`src/rtl/amul_pkg.sv`:
```
// Shared types and helpers for the approximate-multiplier error monitor.
package amul_pkg;

  localparam int N_DEF = 8;

  typedef enum logic [1:0] {
    IDLE  = 2'd0,
    SWEEP = 2'd1,
    DRAIN = 2'd2,
    DONE  = 2'd3
  } state_e;

  // Absolute difference; callers narrow the result to their product width.
  function automatic logic [63:0] err_dist(input logic [63:0] x, input logic [63:0] y);
    return (x > y) ? (x - y) : (y - x);
  endfunction

endpackage

```
`src/rtl/amul_op_delay.sv`:
```
// Delay line for issued operand pairs so they line up with a pipelined multiplier's product.
module amul_op_delay #(
  parameter int N   = 8,
  parameter int LAT = 0
) (
  input  logic         clk,
  input  logic         rst,
  input  logic         in_valid,
  input  logic [N-1:0] in_a,
  input  logic [N-1:0] in_b,
  output logic         out_valid,
  output logic [N-1:0] out_a,
  output logic [N-1:0] out_b,
  output logic         busy
);

  generate
    if (LAT == 0) begin : g_wire
      logic unused_clk_rst;
      assign unused_clk_rst = clk | rst;
      assign out_valid = in_valid;
      assign out_a     = in_a;
      assign out_b     = in_b;
      assign busy      = 1'b0;
    end else begin : g_pipe
      logic [LAT-1:0]        vld_pipe_q, vld_pipe_d;
      logic [LAT-1:0][N-1:0] a_pipe_q, a_pipe_d;
      logic [LAT-1:0][N-1:0] b_pipe_q, b_pipe_d;

      always_comb begin
        vld_pipe_d    = '0;
        a_pipe_d      = '0;
        b_pipe_d      = '0;
        vld_pipe_d[0] = in_valid;
        a_pipe_d[0]   = in_a;
        b_pipe_d[0]   = in_b;
        for (int i = 1; i < LAT; i++) begin
          vld_pipe_d[i] = vld_pipe_q[i-1];
          a_pipe_d[i]   = a_pipe_q[i-1];
          b_pipe_d[i]   = b_pipe_q[i-1];
        end
      end

      always_ff @(posedge clk) begin
        if (rst) begin
          vld_pipe_q <= '0;
          a_pipe_q   <= '0;
          b_pipe_q   <= '0;
        end else begin
          vld_pipe_q <= vld_pipe_d;
          a_pipe_q   <= a_pipe_d;
          b_pipe_q   <= b_pipe_d;
        end
      end

      assign out_valid = vld_pipe_q[LAT-1];
      assign out_a     = a_pipe_q[LAT-1];
      assign out_b     = b_pipe_q[LAT-1];
      // Any pair still in flight keeps the sweep from being declared done.
      assign busy      = |vld_pipe_q;
    end
  endgenerate

endmodule

```
`src/rtl/amul_err_monitor.sv`:
```
// Sweeps every operand pair through an external multiplier and scores its products
// against the exact product: error count, summed/max error distance and the max's operands.
module amul_err_monitor
  import amul_pkg::*;
#(
  parameter int N       = N_DEF,
  parameter int DUT_LAT = 0,
  parameter int SUM_W   = 32
) (
  input  logic             clk,
  input  logic             rst,
  input  logic             start,
  output logic [N-1:0]     op_a,
  output logic [N-1:0]     op_b,
  output logic             op_valid,
  input  logic [2*N-1:0]   prod_in,
  output logic             busy,
  output logic             done,
  output logic [2*N:0]     err_count,
  output logic [SUM_W-1:0] sum_ed,
  output logic [2*N-1:0]   max_ed,
  output logic [N-1:0]     max_a,
  output logic [N-1:0]     max_b
);

  localparam int PW = 2 * N;
  localparam int CW = PW + 1;
  localparam int AW = ((SUM_W > PW) ? SUM_W : PW) + 1;
  localparam logic [SUM_W-1:0] SUM_SAT = {SUM_W{1'b1}};

  state_e         state_q, state_d;
  logic [N-1:0]   op_a_q, op_a_d, op_b_q, op_b_d;
  logic           op_valid_q, op_valid_d;
  logic           clr;

  logic           d_valid, dly_busy;
  logic [N-1:0]   d_a, d_b;

  logic           s1_valid_q, s1_valid_d;
  logic [N-1:0]   s1_a_q, s1_a_d, s1_b_q, s1_b_d;
  logic [PW-1:0]  s1_prod_q, s1_prod_d;

  logic [CW-1:0]    err_count_q, err_count_d;
  logic [SUM_W-1:0] sum_ed_q, sum_ed_d;
  logic [PW-1:0]    max_ed_q, max_ed_d;
  logic [N-1:0]     max_a_q, max_a_d, max_b_q, max_b_d;

  logic [PW-1:0]  exact, ed;
  logic [AW-1:0]  sum_ext;

  // Sweep sequencer: {a,b} counts as one 2N-bit index, b in the low half.
  always_comb begin
    state_d    = state_q;
    op_a_d     = op_a_q;
    op_b_d     = op_b_q;
    op_valid_d = op_valid_q;
    clr        = 1'b0;
    case (state_q)
      IDLE, DONE: begin
        if (start) begin
          state_d    = SWEEP;
          op_a_d     = '0;
          op_b_d     = '0;
          op_valid_d = 1'b1;
          clr        = 1'b1;
        end
      end
      SWEEP: begin
        if (&{op_a_q, op_b_q}) begin
          state_d    = DRAIN;
          op_a_d     = '0;
          op_b_d     = '0;
          op_valid_d = 1'b0;
        end else begin
          {op_a_d, op_b_d} = {op_a_q, op_b_q} + PW'(1);
        end
      end
      DRAIN: begin
        if (!dly_busy && !s1_valid_q) state_d = DONE;
      end
      default: state_d = IDLE;
    endcase
  end

  amul_op_delay #(.N(N), .LAT(DUT_LAT)) u_dly (
    .clk       (clk),
    .rst       (rst),
    .in_valid  (op_valid_q),
    .in_a      (op_a_q),
    .in_b      (op_b_q),
    .out_valid (d_valid),
    .out_a     (d_a),
    .out_b     (d_b),
    .busy      (dly_busy)
  );

  always_comb begin
    s1_valid_d = d_valid;
    s1_a_d     = d_a;
    s1_b_d     = d_b;
    s1_prod_d  = prod_in;
  end

  // Scoring stage: exact product and error distance, then accumulate.
  always_comb begin
    exact       = PW'(s1_a_q) * PW'(s1_b_q);
    ed          = PW'(err_dist(64'(s1_prod_q), 64'(exact)));
    sum_ext     = AW'(sum_ed_q) + AW'(ed);
    err_count_d = err_count_q;
    sum_ed_d    = sum_ed_q;
    max_ed_d    = max_ed_q;
    max_a_d     = max_a_q;
    max_b_d     = max_b_q;
    if (clr) begin
      err_count_d = '0;
      sum_ed_d    = '0;
      max_ed_d    = '0;
      max_a_d     = '0;
      max_b_d     = '0;
    end else if (s1_valid_q) begin
      if (ed != '0) err_count_d = err_count_q + CW'(1);
      sum_ed_d = (sum_ext > AW'(SUM_SAT)) ? SUM_SAT : sum_ext[SUM_W-1:0];
      // Strictly greater so ties keep the earliest pair in sweep order.
      if (ed > max_ed_q) begin
        max_ed_d = ed;
        max_a_d  = s1_a_q;
        max_b_d  = s1_b_q;
      end
    end
  end

  always_ff @(posedge clk) begin
    if (rst) begin
      state_q     <= IDLE;
      op_a_q      <= '0;
      op_b_q      <= '0;
      op_valid_q  <= 1'b0;
      s1_valid_q  <= 1'b0;
      s1_a_q      <= '0;
      s1_b_q      <= '0;
      s1_prod_q   <= '0;
      err_count_q <= '0;
      sum_ed_q    <= '0;
      max_ed_q    <= '0;
      max_a_q     <= '0;
      max_b_q     <= '0;
    end else begin
      state_q     <= state_d;
      op_a_q      <= op_a_d;
      op_b_q      <= op_b_d;
      op_valid_q  <= op_valid_d;
      s1_valid_q  <= s1_valid_d;
      s1_a_q      <= s1_a_d;
      s1_b_q      <= s1_b_d;
      s1_prod_q   <= s1_prod_d;
      err_count_q <= err_count_d;
      sum_ed_q    <= sum_ed_d;
      max_ed_q    <= max_ed_d;
      max_a_q     <= max_a_d;
      max_b_q     <= max_b_d;
    end
  end

  assign op_a      = op_a_q;
  assign op_b      = op_b_q;
  assign op_valid  = op_valid_q;
  assign busy      = (state_q == SWEEP) || (state_q == DRAIN);
  assign done      = (state_q == DONE);
  assign err_count = err_count_q;
  assign sum_ed    = sum_ed_q;
  assign max_ed    = max_ed_q;
  assign max_a     = max_a_q;
  assign max_b     = max_b_q;

endmodule

```
`config.mk`:
```
export PLATFORM = sky130hd
export DESIGN_NAME = amul_err_monitor
export DESIGN_NICKNAME = d
export VERILOG_FILES = /design/src/rtl/amul_pkg.sv /design/src/rtl/amul_op_delay.sv /design/src/rtl/amul_err_monitor.sv
export SDC_FILE = /design/constraint.sdc
export NUM_CORES = 1
export LEC_CHECK = 0
export ABC_AREA = 1
export CAP_MARGIN = 20
export CORE_UTILIZATION = 50
export CTS_CLUSTER_DIAMETER = 80
export DETAILED_ROUTE_END_ITERATION = 8
export PLACE_DENSITY_LB_ADDON = 0.3
export SYNTH_ARGS = -nofsm -noshare
export SYNTH_HDL_FRONTEND = slang
export SYNTH_HIERARCHICAL = 1
export SYNTH_SLANG_ARGS = --single-unit
```
`constraint.sdc`:
```
create_clock -name clk -period 16.66 [get_ports clk]
set_input_delay 1.666 -clock clk [delete_from_list [all_inputs] [get_ports clk]]
set_output_delay 1.666 -clock clk [all_outputs]
set_load 0.01 [all_outputs]
```
==> Word-level counts from Yosys, hierarchy flattened <==
Index checks and enable logic that the tools add are counted.
{ "classes": {"reduce_logical": 12, "muxes": 16, "eq_ne": 6, "add_sub_neg": 5, "magnitude_cmp": 3, "mul": 1} }
{ "ops": {"columns": ["op", "n"], "rows": [
  ["adder 32 x 16 -> 33 bit", 1],
  ["> comparator 33 x 32 -> 1 bit (second input constant)", 1],
  ["> comparator 16 bit", 2],
  ["two-way mux 32 bit", 1],
  ["case mux 8 bit (2 select lines)", 2],
  ["subtractor 16 bit", 2],
  ["two-way mux 8 bit", 3],
  ["adder 17 x 1 -> 17 bit (second input constant)", 1],
  ["adder 16 x 1 -> 16 bit (second input constant)", 1],
  ["multiplier 8 x 8 -> 16 bit", 1],
  ["two-way mux 16 bit", 1],
  ["AND reduction 16 bit", 1],
  ["nonzero test 16 bit", 1],
  ["two-way mux 2 bit", 3],
  ["inequality test 2 bit (second input constant)", 3],
  ["case mux 2 bit (3 select lines)", 1],
  ["AND reduction 2 bit", 3],
  ["AND reduction 3 bit", 2],
  ["equality test 2 bit (second input constant)", 2],
  ["two-way mux 1 bit", 4],
  ["OR reduction 2 bit", 2],
  ["equality test 2 x 1 -> 1 bit (second input constant)", 1],
  ["logical NOT 2 bit", 1],
  ["case mux 1 bit (2 select lines)", 1],
  ["other kinds (2)", 2]
]} }
{ "totals": {"register_bits": 133, "input_bits": 19, "out_inout_bits": 100, "word_cells": 56} }

==> Longest topological paths before layout <==
{ "logic_depth": {"word_depth": 6, "ltp_mapped": 50} }

==> Cells and area by module <==
The synthesis kept the hierarchy.
{ "by_module_without_submodules": {"columns": ["mod", "seq_area_each_um2", "cells_each", "area_each_um2", "instances"], "rows": [
  ["amul_err_monitor", 2662.6, 1670, 11035.6, 1],
  ["amul_op_delay", 0.0, 19, 138.9, 1]
]} }

==> Worst setup path after synthesis <==
Ideal clock, no wire load.
{ "synth_timing": {"path_kind": "reg-to-reg", "startpoint": "reg s1_a_q[0]", "endpoint": "reg sum_ed_q[10] (netlist: sum_ed[10])", "arrival_time_ns": 7.372, "setup_time_ns": 0.122, "path_slack_ns": 9.167, "t_required_ns": 16.538, "stages_incl_launch_ff": 43, "path_cell_list": "dfxtp_1 -> clkbuf_1 -> nand2_1 -> fa_1 -> fa_1 -> inv_1 -> fa_1 -> inv_1 -> fa_1 -> inv_1 -> ha_1 -> a21oi_1 -> o21ai_0 -> a21oi_1 -> o21ai_0 -> a21oi_1 -> o21ai_0 -> xnor2_1 -> [... 7 more ...] -> buf_12 -> nand2_4 -> nand2_1 -> fa_1 -> a21oi_1 -> o21ai_1 -> nand2_1 -> nand2_1 -> nand2_1 -> nand2_1 -> inv_1 -> o21ai_1 -> nand2_1 -> nand2_1 -> a21oi_1 -> buf_2 -> buf_2 -> a21oi_1"} }
{ "synth_between": {"elab_chain_cells": 6, "word_cells_on_any_way": 8} }
{ "synth_rtl": {"columns": ["item", "line_no", "text"], "rows": [
  ["start: declaration", "amul_err_monitor.sv:40", "logic [N-1:0] s1_a_q, s1_a_d, s1_b_q, s1_b_d;"],
  ["start signal: assignment", "amul_err_monitor.sv:139", "s1_a_q <= '0;"],
  ["start signal: assignment", "amul_err_monitor.sv:153", "s1_a_q <= s1_a_d;"],
  ["multiplier 8 x 8 -> 16 bit (*)", "amul_err_monitor.sv:106", "exact = PW'(s1_a_q) * PW'(s1_b_q);"],
  ["subtractor 16 bit or > comparator 16 bit (tied branches)", "amul_pkg.sv:15", "return (x > y) ? (x - y) : (y - x);"],
  ["two-way mux 16 bit (*)", "amul_pkg.sv:15", null],
  ["net ed[1]", "amul_err_monitor.sv:48", "logic [PW-1:0] exact, ed;"],
  ["adder 32 x 16 -> 33 bit (*)", "amul_err_monitor.sv:108", "sum_ext = AW'(sum_ed_q) + AW'(ed);"],
  ["> comparator 33 x 32 -> 1 bit", "amul_err_monitor.sv:122", "sum_ed_d = (sum_ext > AW'(SUM_SAT)) ? SUM_SAT : sum_ext[SUM_W-1:0];"],
  ["two-way mux 32 bit (*)", "amul_err_monitor.sv:122", null],
  ["end signal: assignment", "amul_err_monitor.sv:157", "sum_ed_q <= sum_ed_d;"],
  ["end: declaration", "amul_err_monitor.sv:44", "logic [SUM_W-1:0] sum_ed_q, sum_ed_d;"]
]} }
Mark *: on every way through the listed nets, which the timed path passes. The rest lies on a longest branch.
A chain may end at the register's enable or synchronous reset.

==> Worst setup path after layout <==
{ "layout_timing": {"startpoint": "reg s1_a_q[3]", "endpoint": "reg max_ed_q[11] (netlist: max_ed[11])"} }
{ "layout_between": {"elab_chain_cells": 5, "word_cells_on_any_way": 7} }
{ "layout_rtl": {"columns": ["item", "line_no", "text"], "rows": [
  ["multiplier 8 x 8 -> 16 bit (*)", "amul_err_monitor.sv:106", null],
  ["subtractor 16 bit or > comparator 16 bit (tied branches)", "amul_pkg.sv:15", null],
  ["two-way mux 16 bit (*)", "amul_pkg.sv:15", null],
  ["net ed[14]", "amul_err_monitor.sv:48", null],
  ["> comparator 16 bit (*)", "amul_err_monitor.sv:124", "if (ed > max_ed_q) begin"],
  ["AND reduction 2 bit (no source line) (*)", null, null],
  ["end signal: assignment", "amul_err_monitor.sv:158", "max_ed_q <= max_ed_d;"],
  ["end: declaration", "amul_err_monitor.sv:45", "logic [PW-1:0] max_ed_q, max_ed_d;"]
]} }
Marks and branches as above.

==> flow_metrics.tcl <==
set metrics [dict create \
    finalSetupTns_ps 0 \
    grt_first_pass_wirelength_mm 49.9 \
    wl_per_cell_um 14.8 \
    wirelength_mm 30.4 \
    period_needed_ps 8870 \
    nNetsFinal 1929 \
    dieArea_um2 23000 \
    synthTopCellsByArea "dfxtp_1, nand2_1, ha_1" \
    hp-class "reg -> reg" \
    syn_nets 1853 \
    die_w_um 151 \
    slowest_delay_ps 630 \
    clock-skew-final_ps 16.8 \
    ys_seq_area_frac 0.238 \
    synth-seq-cells 133 \
    cts_hold_buf 0 \
    firstDrtPassIters 5 \
    yosys.cell_types.count 47 \
    finalHoldViolCount 0 \
    slew_viol_final 0 \
    synthArstFlopShare 0 \
    dpl_cell_area_um2 12400 \
    syn_avg_cell_area_um2 6.62 \
    drive_gt1_frac 0.0382 \
    synth_top_area_frac 0.238 \
    critPathCaptureType "register" \
    design.core.area_um2 21900 \
    cp_data_required_time_ps 16970 \
    clock_sinks 133 \
    r2r_start "s1_a_q[3]$_SDFF_PP0_" \
    ctsResizeCount 0 \
    syn2layout_area_growth_pct 16.4 \
    cp.arrival_ps 9180 \
    worst_slew_pin_slew_ps 803 \
    pin_count 119 \
    reg2reg_to "max_ed[11]$_SDFFE_PP0P_" \
    rows 54 \
    grt_pass1_vias 10000 \
    setup_viol 0 \
    powerDensity_nw_per_um2 89.6 \
    cts_tree "built" \
    holdCritStartpoint "max_b[0]$_SDFFE_PP0P_" \
    min_to "max_b[0]$_SDFFE_PP0P_" \
    slew_headroom 0.464 \
    drt_iter0_markers 628 \
    slowest_stage "clkinv_1" \
    grt.overflow.total 0 \
    fmax_mhz 113 \
    clkLatencyLatePin_ps 430 \
    status "completed" \
    max-cap-violations 0 \
    netlist_instances 1689 \
    grtUsageTotal 0.278 \
    gp_congestion 0.943 \
    cts_root_buf "clkbuf_16" \
    worst-setup-path-type "reg -> reg" \
    cts_made_buffers 17 \
    antenna_cells 0 \
    ys_top_cells_by_count "nand2_1, inv_1, dfxtp_1" \
    dr_total_vias 10600 \
    yosysMostFrequentCell "nand2_1" \
    die_h_um 151 \
    synthFlopType "dfxtp_1" \
    p_leak_nw 6.46 \
    antenna_left 0 \
    avgViaCountPerCell 5.17 \
    grt_setup_unrepaired "no" \
    vdd_ir_drop_max_mv 0.0659 \
    remaining_drc_errors 0 \
    ff2ff_path_depth 37 \
    clockBufferDepth 2 \
    initial_utilization 0.510 \
    path_clk_slew_ps 70 \
    min_delay_path_depth 2 \
    grt_max_degree 62 \
    antenna_found_initial 0 \
    design_area_um2 13000 \
    synth_warnings 6 \
    dp_hpwl_mm 24.0 \
    finalCritPeriodShare 0.532 \
    cts_setup_buffers 0 \
    worstSetupStartpointType "register" \
    reg2reg_slack_ps 7790 \
    worstPathMaxFanout 32 \
    synth_top_area_cell "dfxtp_1" \
    portBuffers 118 \
    synth-edff-count 0 \
    synth.cell_area_um2 11200 \
    cts_max_level 4 \
]
-- critical path: cells and delay by family (launching register included) --
kind / cells / cell delay (ps)
and+or+nand+nor: 14 / 2390
xor gates and xnor gates: 1 / 210
buffers and inverters: 9 / 1430
AOI/OAI and AO/OA: 6 / 1010
DFF: 1 / 590
adders and majority gates: 7 / 3080
-- kinds of logic (layout without fill, tap and decap cells) --
family / after synthesis / in the layout / synth area share
AOI/OAI and AO/OA: 235 / 235 / 0.110
and+or+nand+nor: 689 / 689 / 0.262
buffers and inverters: 425 / 514 / 0.152
adders and majority gates: 145 / 145 / 0.189
other: 1 / 1 / 0.000336
DFF: 133 / 133 / 0.238
xor gates and xnor gates: 61 / 61 / 0.0478
-- worst max path at each step --
stage | start | to | depth (start not counted)
2_1_floorplan | s1_a_q[0]$_SDFF_PP0_ | sum_ed[10]$_SDFFE_PP0P_ | 42
3_3_place_gp | s1_a_q[3]$_SDFF_PP0_ | max_ed[7]$_SDFFE_PP0P_ | 36
3_5_place_dp | s1_a_q[3]$_SDFF_PP0_ | max_ed[11]$_SDFFE_PP0P_ | 36
4_1_cts | s1_a_q[3]$_SDFF_PP0_ | max_ed[11]$_SDFFE_PP0P_ | 36
5_1_grt | s1_a_q[3]$_SDFF_PP0_ | max_ed[3]$_SDFFE_PP0P_ | 39
6_report | s1_a_q[3]$_SDFF_PP0_ | max_ed[11]$_SDFFE_PP0P_ | 37
-- final cells by class --
cell class,count,area [um2]
fill,2133,8880
inverter,358,1350
multi-input combinational,1131,6820
sequential,133,2660
tap,280,350
timing repair buffer,124,1250
clock buffer,19,433
clock inverter,13,146
-- flip-flops by register name (all words and copies together) (netlist names), 16 cells and up --
register   cells
err_count     17
sum_ed        32
max_ed        16
s1_prod_q     16
-- metal layers --
layer  wire length (um)  global-route usage
met1              13900               0.378
met2              14000               0.456
met3               1780              0.0335
met4                752              0.0891
met5                  0                   0
-- power by group --
group | internal [mW] | total, mW | switching [mW]
Clock | 0.223 | 0.379 | 0.156
Sequential | 0.350 | 0.384 | 0.0334
Combinational | 0.156 | 0.403 | 0.247
Total | 0.729 | 1.17 | 0.436
-- placed cells by master, fill, tap and decap left out, types with 13 or more instances in the layout --
| master | synthesis | final |
|---|---|---|
| nand3_1 | 78 | 78 |
| clkbuf_16 | 0 | 17 |
| xor2_1 | 44 | 44 |
| inv_1 | 353 | 353 |
| clkdlybuf4s50_1 | 0 | 118 |
| nor3_1 | 28 | 28 |
| a21oi_1 | 129 | 128 |
| nor2_1 | 131 | 130 |
| ha_1 | 106 | 106 |
| o21ai_0 | 83 | 83 |
| nand2_1 | 395 | 395 |
| fa_1 | 39 | 39 |
| xnor2_1 | 17 | 17 |
| dfxtp_1 | 133 | 133 |
| nand4_1 | 13 | 13 |
-- per-stage QoR --
stage / instances / hold slack, ps / util / setup slack, ps / power [mW]
after CTS: 2057 / 490 / 0.593 / 7400 / 1.17
after global placement: 2025 / 467 / 0.567 / 7710 / 0.778
after global routing: 2058 / 508 / 0.594 / 7130 / 1.24
after floorplan: 1689 / 487 / - / 9170 / 0.646
after detailed placement: 2025 / 476 / 0.567 / 7430 / 0.785
final: 2058 / 484 / 0.594 / 7790 / 1.17
No activity file was read; power rests on OpenSTA's default activity.
